===== src/rtl/sysid_read_arbiter.sv =====
// Round-robin arbiter sharing one read-only ID slave among NUM_REQ requesters.
// One read in flight at a time: IDLE -> ISSUE -> WAIT -> RESP -> IDLE.
module sysid_read_arbiter #(
  parameter int NUM_REQ   = 2,
  parameter int ADDR_W    = 1,
  parameter int DATA_W    = 32,
  parameter int SLAVE_LAT = 0
) (
  input  logic                      clock,
  input  logic                      reset,
  input  logic [NUM_REQ-1:0]        req,
  input  logic [NUM_REQ*ADDR_W-1:0] req_addr,
  output logic [NUM_REQ-1:0]        ack,
  output logic [DATA_W-1:0]         rdata,
  output logic                      busy,
  output logic [NUM_REQ-1:0]        last_grant,
  output logic [ADDR_W-1:0]         slv_address,
  output logic                      slv_read,
  input  logic [DATA_W-1:0]         slv_readdata
);

  localparam int          IDX_W = (NUM_REQ > 1) ? $clog2(NUM_REQ) : 1;
  localparam int unsigned NR    = NUM_REQ;

  typedef enum logic [1:0] {ST_IDLE, ST_ISSUE, ST_WAIT, ST_RESP} state_t;

  state_t              r_state, w_state_nxt;
  logic [IDX_W-1:0]    r_grant, w_grant_nxt;
  logic [IDX_W-1:0]    r_ptr, w_ptr_nxt;
  logic [2:0]          r_cnt, w_cnt_nxt;
  logic [NUM_REQ-1:0]  r_ack, w_ack_nxt;
  logic [DATA_W-1:0]   r_rdata, w_rdata_nxt;
  logic                r_busy;
  logic [NUM_REQ-1:0]  r_last_grant, w_last_grant_nxt;
  logic [ADDR_W-1:0]   r_slv_address, w_slv_address_nxt;
  logic                r_slv_read, w_slv_read_nxt;

  logic                w_found;
  logic [IDX_W-1:0]    w_sel;
  logic [IDX_W-1:0]    w_sel_ptr;
  logic [ADDR_W-1:0]   w_sel_addr;
  int unsigned         w_idx;

  // Scan upward from r_ptr with wrap; first set request wins.
  always_comb begin
    w_found    = 1'b0;
    w_sel      = '0;
    w_sel_ptr  = '0;
    w_sel_addr = '0;
    w_idx      = 0;
    for (int unsigned k = 0; k < NR; k++) begin
      w_idx = 32'(r_ptr) + k;
      if (w_idx >= NR) w_idx = w_idx - NR;
      if (!w_found && req[IDX_W'(w_idx)]) begin
        w_found    = 1'b1;
        w_sel      = IDX_W'(w_idx);
        w_sel_addr = req_addr[w_idx*ADDR_W +: ADDR_W];
        w_sel_ptr  = (w_idx + 1 == NR) ? '0 : IDX_W'(w_idx + 1);
      end
    end
  end

  // Port values are computed one state ahead so every output comes from a flop.
  always_comb begin
    w_state_nxt       = r_state;
    w_grant_nxt       = r_grant;
    w_ptr_nxt         = r_ptr;
    w_cnt_nxt         = r_cnt;
    w_ack_nxt         = '0;
    w_rdata_nxt       = r_rdata;
    w_last_grant_nxt  = r_last_grant;
    w_slv_address_nxt = r_slv_address;
    w_slv_read_nxt    = 1'b0;
    unique case (r_state)
      ST_IDLE: begin
        if (w_found) begin
          w_grant_nxt              = w_sel;
          w_ptr_nxt                = w_sel_ptr;
          w_last_grant_nxt         = '0;
          w_last_grant_nxt[w_sel]  = 1'b1;
          w_slv_address_nxt        = w_sel_addr;
          w_slv_read_nxt           = 1'b1;
          w_state_nxt              = ST_ISSUE;
        end
      end
      ST_ISSUE: begin
        w_cnt_nxt   = 3'(SLAVE_LAT);
        w_state_nxt = ST_WAIT;
      end
      ST_WAIT: begin
        if (r_cnt == 3'd0) begin
          w_rdata_nxt        = slv_readdata;
          w_ack_nxt[r_grant] = 1'b1;
          w_state_nxt        = ST_RESP;
        end else begin
          w_cnt_nxt = r_cnt - 3'd1;
        end
      end
      ST_RESP: begin
        w_state_nxt = ST_IDLE;
      end
      default: w_state_nxt = ST_IDLE;
    endcase
  end

  always_ff @(posedge clock) begin
    if (reset) begin
      r_state       <= ST_IDLE;
      r_grant       <= '0;
      r_ptr         <= '0;
      r_cnt         <= '0;
      r_ack         <= '0;
      r_rdata       <= '0;
      r_busy        <= 1'b0;
      r_last_grant  <= '0;
      r_slv_address <= '0;
      r_slv_read    <= 1'b0;
    end else begin
      r_state       <= w_state_nxt;
      r_grant       <= w_grant_nxt;
      r_ptr         <= w_ptr_nxt;
      r_cnt         <= w_cnt_nxt;
      r_ack         <= w_ack_nxt;
      r_rdata       <= w_rdata_nxt;
      r_busy        <= (w_state_nxt != ST_IDLE);
      r_last_grant  <= w_last_grant_nxt;
      r_slv_address <= w_slv_address_nxt;
      r_slv_read    <= w_slv_read_nxt;
    end
  end

  assign ack         = r_ack;
  assign rdata       = r_rdata;
  assign busy        = r_busy;
  assign last_grant  = r_last_grant;
  assign slv_address = r_slv_address;
  assign slv_read    = r_slv_read;

endmodule


===== config.mk =====
export PLATFORM = sky130hd
export DESIGN_NAME = sysid_read_arbiter
export DESIGN_NICKNAME = d
export VERILOG_FILES = /design/src/rtl/sysid_read_arbiter.sv
export SDC_FILE = /design/constraint.sdc
export NUM_CORES = 1
export LEC_CHECK = 0
export CAP_MARGIN = 20
export CORE_MARGIN = 10
export CORE_UTILIZATION = 44
export CTS_CLUSTER_SIZE = 30
export DETAILED_ROUTE_END_ITERATION = 6
export PLACE_DENSITY = 0.9
export SKIP_CTS_REPAIR_TIMING = 1
export SLEW_MARGIN = 20
export SYNTH_ARGS = -nofsm -noshare
export SYNTH_HDL_FRONTEND = slang
export SYNTH_SLANG_ARGS = --single-unit

===== constraint.sdc =====
create_clock -name clock -period 3.5 [get_ports clock]
set_input_delay 0.525 -clock clock [delete_from_list [all_inputs] [get_ports clock]]
set_output_delay 0.525 -clock clock [all_outputs]
set_load 0.005 [all_outputs]

; ---- Word-level counts from Yosys, hierarchy flattened
; Index checks and enable logic that the tools add are counted.
[word_totals]
n_memories = 0
register_bits = 46
wordCells = 74
mem_bits_ro = 0
ramBits = 0
latch_bits = 0
[op_classes]
eq_ne = 6
add_sub_neg = 6
mux = 26
reduce_logical = 13
div = 0
shift = 2
n_mul = 0
order_cmp = 8
bitwise = 3
[op_table]
columns = op, n
row1 = 2-bit by 33-bit variable part select with 1-bit output, 2
row2 = 32-bit by 1-bit adder with 32-bit output (second input constant), 2
row3 = 32-bit by 2-bit == test with 1-bit output (second input constant), 2
row4 = 32-bit two-way mux, 2
row5 = 1-bit two-way mux, 17
row6 = 1-bit by 2-bit less-than comparator with 1-bit output (second input constant), 4
row7 = 2-bit case mux with 4 select lines, 1
row8 = 3-bit case mux with 2 select lines, 1
row9 = 2-bit AND reduction, 3
row10 = 2-bit == test (second input constant), 2
row11 = 2-bit two-way mux, 2
row12 = 2-bit nonzero test, 2
row13 = 1-bit logical AND, 3
row14 = 3-bit zero test, 1
row15 = 3-bit two-way mux, 1
row16 = 1-bit NOT, 3
row17 = 3-bit OR reduction, 1
row18 = 1-bit by 2-bit subtractor with 3-bit output (second input constant), 1
row19 = 2-bit by 2-bit subtractor with 3-bit output (second input constant), 1
row20 = 3-bit by 1-bit subtractor with 3-bit output (second input constant), 1
row21 = 1-bit by 1-bit adder with 2-bit output (second input constant), 1
row22 = 1-bit demux with 1-bit select, 2
row23 = 2-bit by 1-bit == test with 1-bit output (second input constant), 1
row24 = 1-bit >= comparator (second input constant), 2
row25 = other kinds (6), 6

; ---- Logic depth before layout (Yosys ltp)
; Gate-level depths: netlist (run 1).
[depth]
word_depth = 12
mapped_depth = 8

; ---- Worst setup path after synthesis (run 1)
; Ideal clock, no wire load.
[synth_timing]
path_type = register -> register
from = register r_cnt[0]
to = register r_rdata[10] (netlist: rdata[10])
setup_ns = 0.132
n_path_buf = 2
path_stages_with_launch = 9
arrival_time_ns = 1.253
required_ns = 3.368
slack_ns = 2.115
path_cell_list = dfxtp_1 > inv_1 > ha_1 > ha_1 > and2_1 > buf_4 > buf_6 > nand2_1 > a21oi_1
[synth_via]
elab_chain_cells = 2
[synth_lines]
columns = item, line_no
row1 = "start, declared", 30  ; logic [2:0] r_cnt, w_cnt_nxt;
row2 = "start signal, assigned", 122  ; r_cnt <= w_cnt_nxt;
row3 = 3-bit zero test, 91  ; if (r_cnt == 3'd0) begin
row4 = 2-bit AND reduction (no source line), n/a
row5 = "end signal, assigned", 124  ; r_rdata <= w_rdata_nxt;
row6 = "end, declared", 32  ; logic [DATA_W-1:0] r_rdata, w_rdata_nxt;
; No other way between the ends.
; A chain may end at the register's enable or synchronous reset.

; ---- Final worst setup path (run 1)
[layout_timing]
from = register r_cnt[0]
to = register r_rdata[24] (netlist: rdata[24])
; The elaborated chain is that of the path after synthesis.

==> results of run 1 <==
==> critical path, delay by kind of cell (launching register included) <==
kind / cells / cell delay (ns)
AND/OR/NAND/NOR: 2 / 0.69
buffers and inverters: 2 / 0.40
adder cells (fa/ha/maj): 2 / 0.36
flip-flops: 1 / 0.31
AO/OA/AOI/OAI: 1 / 0.13
==> power groups by stage <==
stage                     Combinational [mW]  Sequential [mW]  Clock, mW
after CTS                              0.617            0.682      0.407
after floorplan                        0.343            0.697          0
after global routing                   0.688            0.696      0.428
after global placement                 0.605            0.688          0
after detailed placement               0.615            0.694          0
final                                  0.612            0.681      0.399
==> cells in the final DEF (no fill, tap or decap), types with 4 or more instances in the layout <==
| cell | n |
|---|---|
| nand2_1 | 69 |
| nor2_1 | 6 |
| clkbuf_8 | 6 |
| inv_1 | 6 |
| o21ai_0 | 4 |
| clkdlybuf4s50_1 | 76 |
| ha_1 | 6 |
| dfxtp_1 | 45 |
| a21oi_1 | 37 |
==> final cells by class <==
cell class	instances	share of cell area, %
clock buffers	6	3.19
multi-input cells	142	27.4
clock inverters	2	1.45
inverters	6	0.870
repair buffers	78	30.0
flip-flops and latches	45	34.8
well taps	48	2.32
==> kinds of logic (layout without fill, tap and decap cells) <==
kind of cell             after synthesis  in the layout
AO/OA/AOI/OAI                         48             48
adder cells (fa/ha/maj)                6              6
buffers and inverters                 20             92
flip-flops                            45             45
multiplexers                           1              1
AND/OR/NAND/NOR                       87             87
==> through the flow <==
stage               instance area, µm²  setup WS (ns)
floorplan                         1720           2.11
global placement                  2460           1.59
detailed placement                2460           1.50
CTS                               2580           1.49
global route                      2590           1.33
finish                            2590           1.52
==> final timing paths <==
check | start | to | slack (ns) | depth (start not counted)
max | r_cnt[0] | rdata[24] | 1.52 | 7
min | rdata[3] | rdata[3] | 0.45 | 2
max reg2reg | r_cnt[0] | rdata[24] | 1.52 | 7
min reg2reg | rdata[3] | rdata[3] | 0.45 | 2
==> state kept, by name, summed over array words and instances, names as in the netlist <==
register,cells
ack,2
slv_read,1
slv_address,1
r_grant,1
rdata,32
r_cnt,3
busy,1
last_grant,1
r_state,2
r_ptr,1
==> routing by layer <==
layer  wire [µm]  vias up  track usage, %
met1        1980      705            15.4
met4          42        0            3.57
met3         626        4            7.02
li1            -      815               -
met5           0        -               0
met2        1880       67            19.4
==> cell usage after synthesis <==
cell      number
a211oi_1       3
a21oi_1       37
a311oi_1       1
a32o_1         1
a32oi_1        2
and2_1         1
buf_2          5
buf_4          2
buf_6          3
clkbuf_1       4
dfxtp_1       45
ha_1           6
inv_1          6
mux2i_1        1
nand2_1       70
nand2b_1       3
nor2_1         6
nor2b_1        3
nor3_1         1
nor3b_1        1
nor4b_1        1
o21ai_0        4
or2_2          1
==> results by group, run 1 <==
Synth
  – Simple-Gate Fraction of Synth Area: roughly a fifth
  – Post-synthesis mux area share: less than 1%
  – Unique masters post-synth: 23
  – Total number of yosys warnings: 0
  – Mean cell area of the mapped netlist: about 8.3 µm²
  – Share of the synthesized area in compound gates (AO/OA/AOI/OAI): ~15%
  – Synth area leader: dfxtp_1
  – Top-area cell type share of the netlist area: between 50% and 60%
  – Count of state elements after synthesis: 45
  – Synth Instances: ~210
  – Top post-synthesis cells by area: dfxtp_1 52%, nand2_1 15%, a21oi_1 11%
  – Sequential area share after synthesis: 52.4%
  – Synthesized-area fraction occupied by xor and xnor cells: 0%
  – Netlist area before placement: between 0.0015 and 0.002 mm²
  – Adder-cell share of the synthesized area: 4.37%
  – Number of nets in the synthesized netlist: ~250
  – Largest family of logic cells by synthesized area: simple AND/OR/NAND/NOR gates

Pwr
  – Internal: 1.17 mW
  – Reported leakage power: slightly above 0.9 nW
  – Share of power burned in the clock network: between 20% and 30%
  – Worst-case vdd ir drop: 0.000353 V
  – Switching part of the total: 30.7%
  – Combinational cell fraction of total power: a little over a third
  – Part of the total power dissipated in sequential elements: 40.3%
  – Total power divided by cell area: roughly 650 mW/mm²
  – Net Switching: between 500 and 600 µW
  – PnR Total Power: between 1.5 and 2 mW

GRT
  – Antenna violations before repair: 0
  – Wire length of the first global-routing pass: 6830 µm
  – GR Util All Layers: between 10% and 20%
  – Total global routing overflow: 0
  – Via count of the first global-routing pass: 1489
  – Largest net degree at the start of global routing: 46

Outcome
  – Result of the run: completed

Critical path
  – Start-to-end type of the worst setup path: flop to flop
  – Crit-path slowest cell: and2_1
  – Critical path's most frequent cell: ha_1
  – Highest net fanout along the worst path: 20
  – Crit path cell chain: inv_1, ha_1, ha_1, and2_1, buf_4, nand2_1, a21oi_1
  – Largest stage delay, worst path: about 0.60 ns
  – Setup crit end kind: flop
  – Endpoint arrival time on the critical path: ~2.2 ns
  – Type of element launching the critical path: flop
  – Data required time at the worst endpoint: 3.72 ns

Timing
  – Final Max Tran Viols: 0
  – Setup_tns: 0 ns
  – Worst slew margin relative to its limit: 54.2%
  – Fmax achieved: between 500 and 600 MHz
  – Least-Margin Pin Slew: between 0.6 and 0.7 ns
  – Ratio of final minimum period to clock period: between 50% and 60%
  – RSZ-0062 raised after global routing: false
  – Hold violation total from the final report: 0
  – Largest clock skew in the final design: 0.00515 ns
  – Final period demand of the worst path: 1.98 ns
  – Worst hold margin: 0.454 ns
  – # setup viols final: 0

Floorplan
  – Number of top-level pins: 77
  – Standard cell core area: 0.00372 mm²
  – Core Rows: 22
  – Die width: around 82 µm
  – Die Y-Extent: between 80 and 90 µm
  – Initial core utilization: between 40% and 50%
  – Die area: ~0.0068 mm²

Final layout
  – Area used by sequential logic in the layout: ~900 µm²
  – Cell Count, Final, Fillers Out: approximately 330
  – Filler cell count in the final layout: 300
  – Antenna diode count: 0
  – Share of the core filled with cells: 69.6%
  – Final nets: 322
  – Area Overhead vs Synth: 50.6%
  – Multi-input gate area in the final layout: around 710 µm²
  – Proportion of layout cells with a drive suffix above 1: under 10%

Placed design
  – Routability cong.: a little under 0.8
  – I/O Buffers: 76
  – HPWL after DPL: roughly 3400 µm
  – Placed Instances: 319

CTS
  – Number of H-tree branching levels: 2
  – TritonCTS clock tree: built
  – Latest clock arrival within the worst-skew pair: a little under 0.3 ns
  – Cell at the root of the clock tree: clkbuf_8
  – Num CTS Buffers: 5
  – Maximum count of clock buffers along a single path: 2
  – Clock transition at the registers of the reported paths: roughly 0.080 ns
  – CTS sink count: 45

Routing
  – Wirelength, routed: about 4500 µm
  – Detailed Routing Iterations Pass 1: 5
  – Via count: approximately 1.6k
  – Violation count after the first detailed-routing iteration: 83
  – Final antenna-violating net count: 0
  – Post-DR vias/cell: slightly below 5
  – Average wire length per cell after detail routing: 13.9 µm
  – Post-route DRC violation count: 0

Job
  – # Max-Cap Violations: 0

Hold path
  – Class of the tightest hold or removal check: flop to flop
Power figures use the tool's default switching activity.
==> run 2: changes to the inputs <==
Settings changed: CORE_UTILIZATION 44 to 41, PLACE_DENSITY 0.9 to 0.85.
Clock period 3.5 ns to 2 ns, I/O delays scaled along.
==> run 2 against run 1 <==
Net effect:
- setup slack worse by 1.1 ns
- die area is 5.5% higher
- sequential power is 75% higher
- total power is 68% higher
- sequential cell count stayed put
- non-clock buffer count is 4 higher
- first-iteration DRC count is 55% lower
- maximum frequency is 23% higher
- hold slack hardly changed
- critical endpoint is now rdata[13]
- largest power group unchanged
- design area is 0.15% higher
==> results by group, run 2 (synthesis gave the netlist of run 1 again) <==
GRT
  – Via count of the first global-routing pass: ~1.6k
  – Wire length of the first global-routing pass: around 7400 µm
  – Largest net degree at the start of global routing: 23
  – GR Util All Layers: about an eighth
  – Total global routing overflow: 0
  – Antenna violations before repair: 0

Critical path
  – Endpoint arrival time on the critical path: about 1.8 ns
  – Crit path cell chain: inv_1, ha_1, ha_1, and2_2, buf_12, nand2_1, a21oi_1
  – Highest net fanout along the worst path: 19
  – Crit-path slowest cell: and2_2
  – Setup crit end kind: flop
  – Critical path's most frequent cell: ha_1
  – Type of element launching the critical path: flop
  – Start-to-end type of the worst setup path: flop to flop
  – Data required time at the worst endpoint: ~2.2 ns
  – Largest stage delay, worst path: about 0.4 ns

Pwr
  – PnR Total Power: between 2 and 3 mW
  – Reported leakage power: ~0.9 nW
  – Total power divided by cell area: approximately 1100 mW/mm²
  – Worst-case vdd ir drop: ~0.00053 V

Final layout
  – Filler cell count in the final layout: 356
  – Commonest non-fill, non-tap cells in the layout: 76 x clkdlybuf4s50_1, 70 x nand2_1, 45 x dfxtp_1
  – Area Overhead vs Synth: 50.8%
  – Antenna diode count: 0
  – Final nets: between 300 and 400
  – Largest register FFs: 32
  – Proportion of layout cells with a drive suffix above 1: about 4.6%
  – Commonest non-fill, non-tap cell in the layout: clkdlybuf4s50_1

Placed design
  – I/O Buffers: between 70 and 80
  – HPWL after DPL: between 3000 and 4000 µm
  – Routability cong.: between 0.7 and 0.8

Routing
  – Length of routed met2 wiring: around 1900 µm
  – Average wire length per cell after detail routing: ~13 µm
  – Violation count after the first detailed-routing iteration: 37
  – Wirelength, routed: roughly 4400 µm
  – Via count: about 1.6k
  – Post-DR vias/cell: around 4.8
  – Met3 Wirelength: 511 µm
  – Uppermost layer routed: met4
  – Post-route DRC violation count: 0
  – Final antenna-violating net count: 0
  – Total routed wire length on the met1 layer: approximately 2000 µm
  – Detailed Routing Iterations Pass 1: 4

CTS
  – Maximum count of clock buffers along a single path: 2
  – CTS sink count: 45
  – Number of H-tree branching levels: 2
  – TritonCTS clock tree: built
  – Latest clock arrival within the worst-skew pair: just under 0.3 ns
  – Clock transition at the registers of the reported paths: ~0.08 ns
  – Cell at the root of the clock tree: clkbuf_8
  – Num CTS Buffers: 5

Timing
  – Ratio of final minimum period to clock period: 80.3%
  – Worst slew margin relative to its limit: between 70% and 80%
  – Final Max Tran Viols: 0
  – Least-Margin Pin Slew: 0.420 ns
  – Setup_tns: 0 ns
  – RSZ-0062 raised after global routing: false
  – # setup viols final: 0
  – Hold violation total from the final report: 0
  – Final period demand of the worst path: about 1.6 ns
  – Fmax achieved: about 620 MHz
  – Largest clock skew in the final design: roughly 0.0038 ns

Floorplan
  – Die area: between 0.007 and 0.008 mm²
  – Initial core utilization: 42.6%
  – Die width: 84.7 µm
  – Core Rows: 23
  – Standard cell core area: a little over 0.004 mm²
  – Number of top-level pins: 77
  – Die Y-Extent: about 85 µm

Outcome
  – Result of the run: completed

Job
  – # Max-Cap Violations: 0

Hold path
  – Class of the tightest hold or removal check: flop to flop
-- run 2: power by group --
group          switching [mW]  total (mW)  internal (mW)
Clock                   0.288       0.536          0.248
Combinational           0.518        1.12          0.598
Sequential             0.0990        1.19           1.09
-- run 2: cell type report --
cell class	instances	area, µm²	area share, %
multi-input cells	142	707	27.3
inverters	6	22.5	0.869
flip-flops and latches	45	901	34.8
repair buffers	82	818	31.6
clock buffers	8	80.1	3.09
well taps	50	62.6	2.41
-- run 2: path summary, 6_finish.rpt --
check,slack (ns),cells past startpoint,startpoint,endpoint
min,0.45,2,rdata[10],rdata[10]
max reg2reg,0.39,7,r_cnt[0],rdata[13]
max,0.39,7,r_cnt[0],rdata[13]
min reg2reg,0.45,2,rdata[10],rdata[10]
-- run 2: metal layers --
metal | GRT usage [%] | vias to the layer above
met2 | 18.5 | 57
met1 | 14.1 | 716
met5 | 0 | -
met3 | 7.34 | 6
li1 | - | 821
met4 | 3.29 | 0
-- run 2: worst max-delay path, delay by kind of cell (launching register included) --
kind	cells	cell delay, ns
buf+inv	2	0.26
fa+ha+maj	2	0.36
compound gates	1	0.13
simple gates	2	0.46
flops	1	0.31
-- run 2: stage by stage --
stage / setup slack, ns / std cells / util [%] / instance area [µm²] / hold WS, ns
6_report: 0.394 / 333 / 64.3 / 2590 / 0.454
5_1_grt: 0.222 / 333 / 64.3 / 2590 / 0.472
3_3_place_gp: 0.244 / 325 / 62.3 / 2510 / 0.441
2_1_floorplan: 0.615 / 207 / - / 1720 / 0.415
4_1_cts: 0.149 / 333 / 64.3 / 2590 / 0.458
3_5_place_dp: 0.165 / 325 / 62.3 / 2510 / 0.447
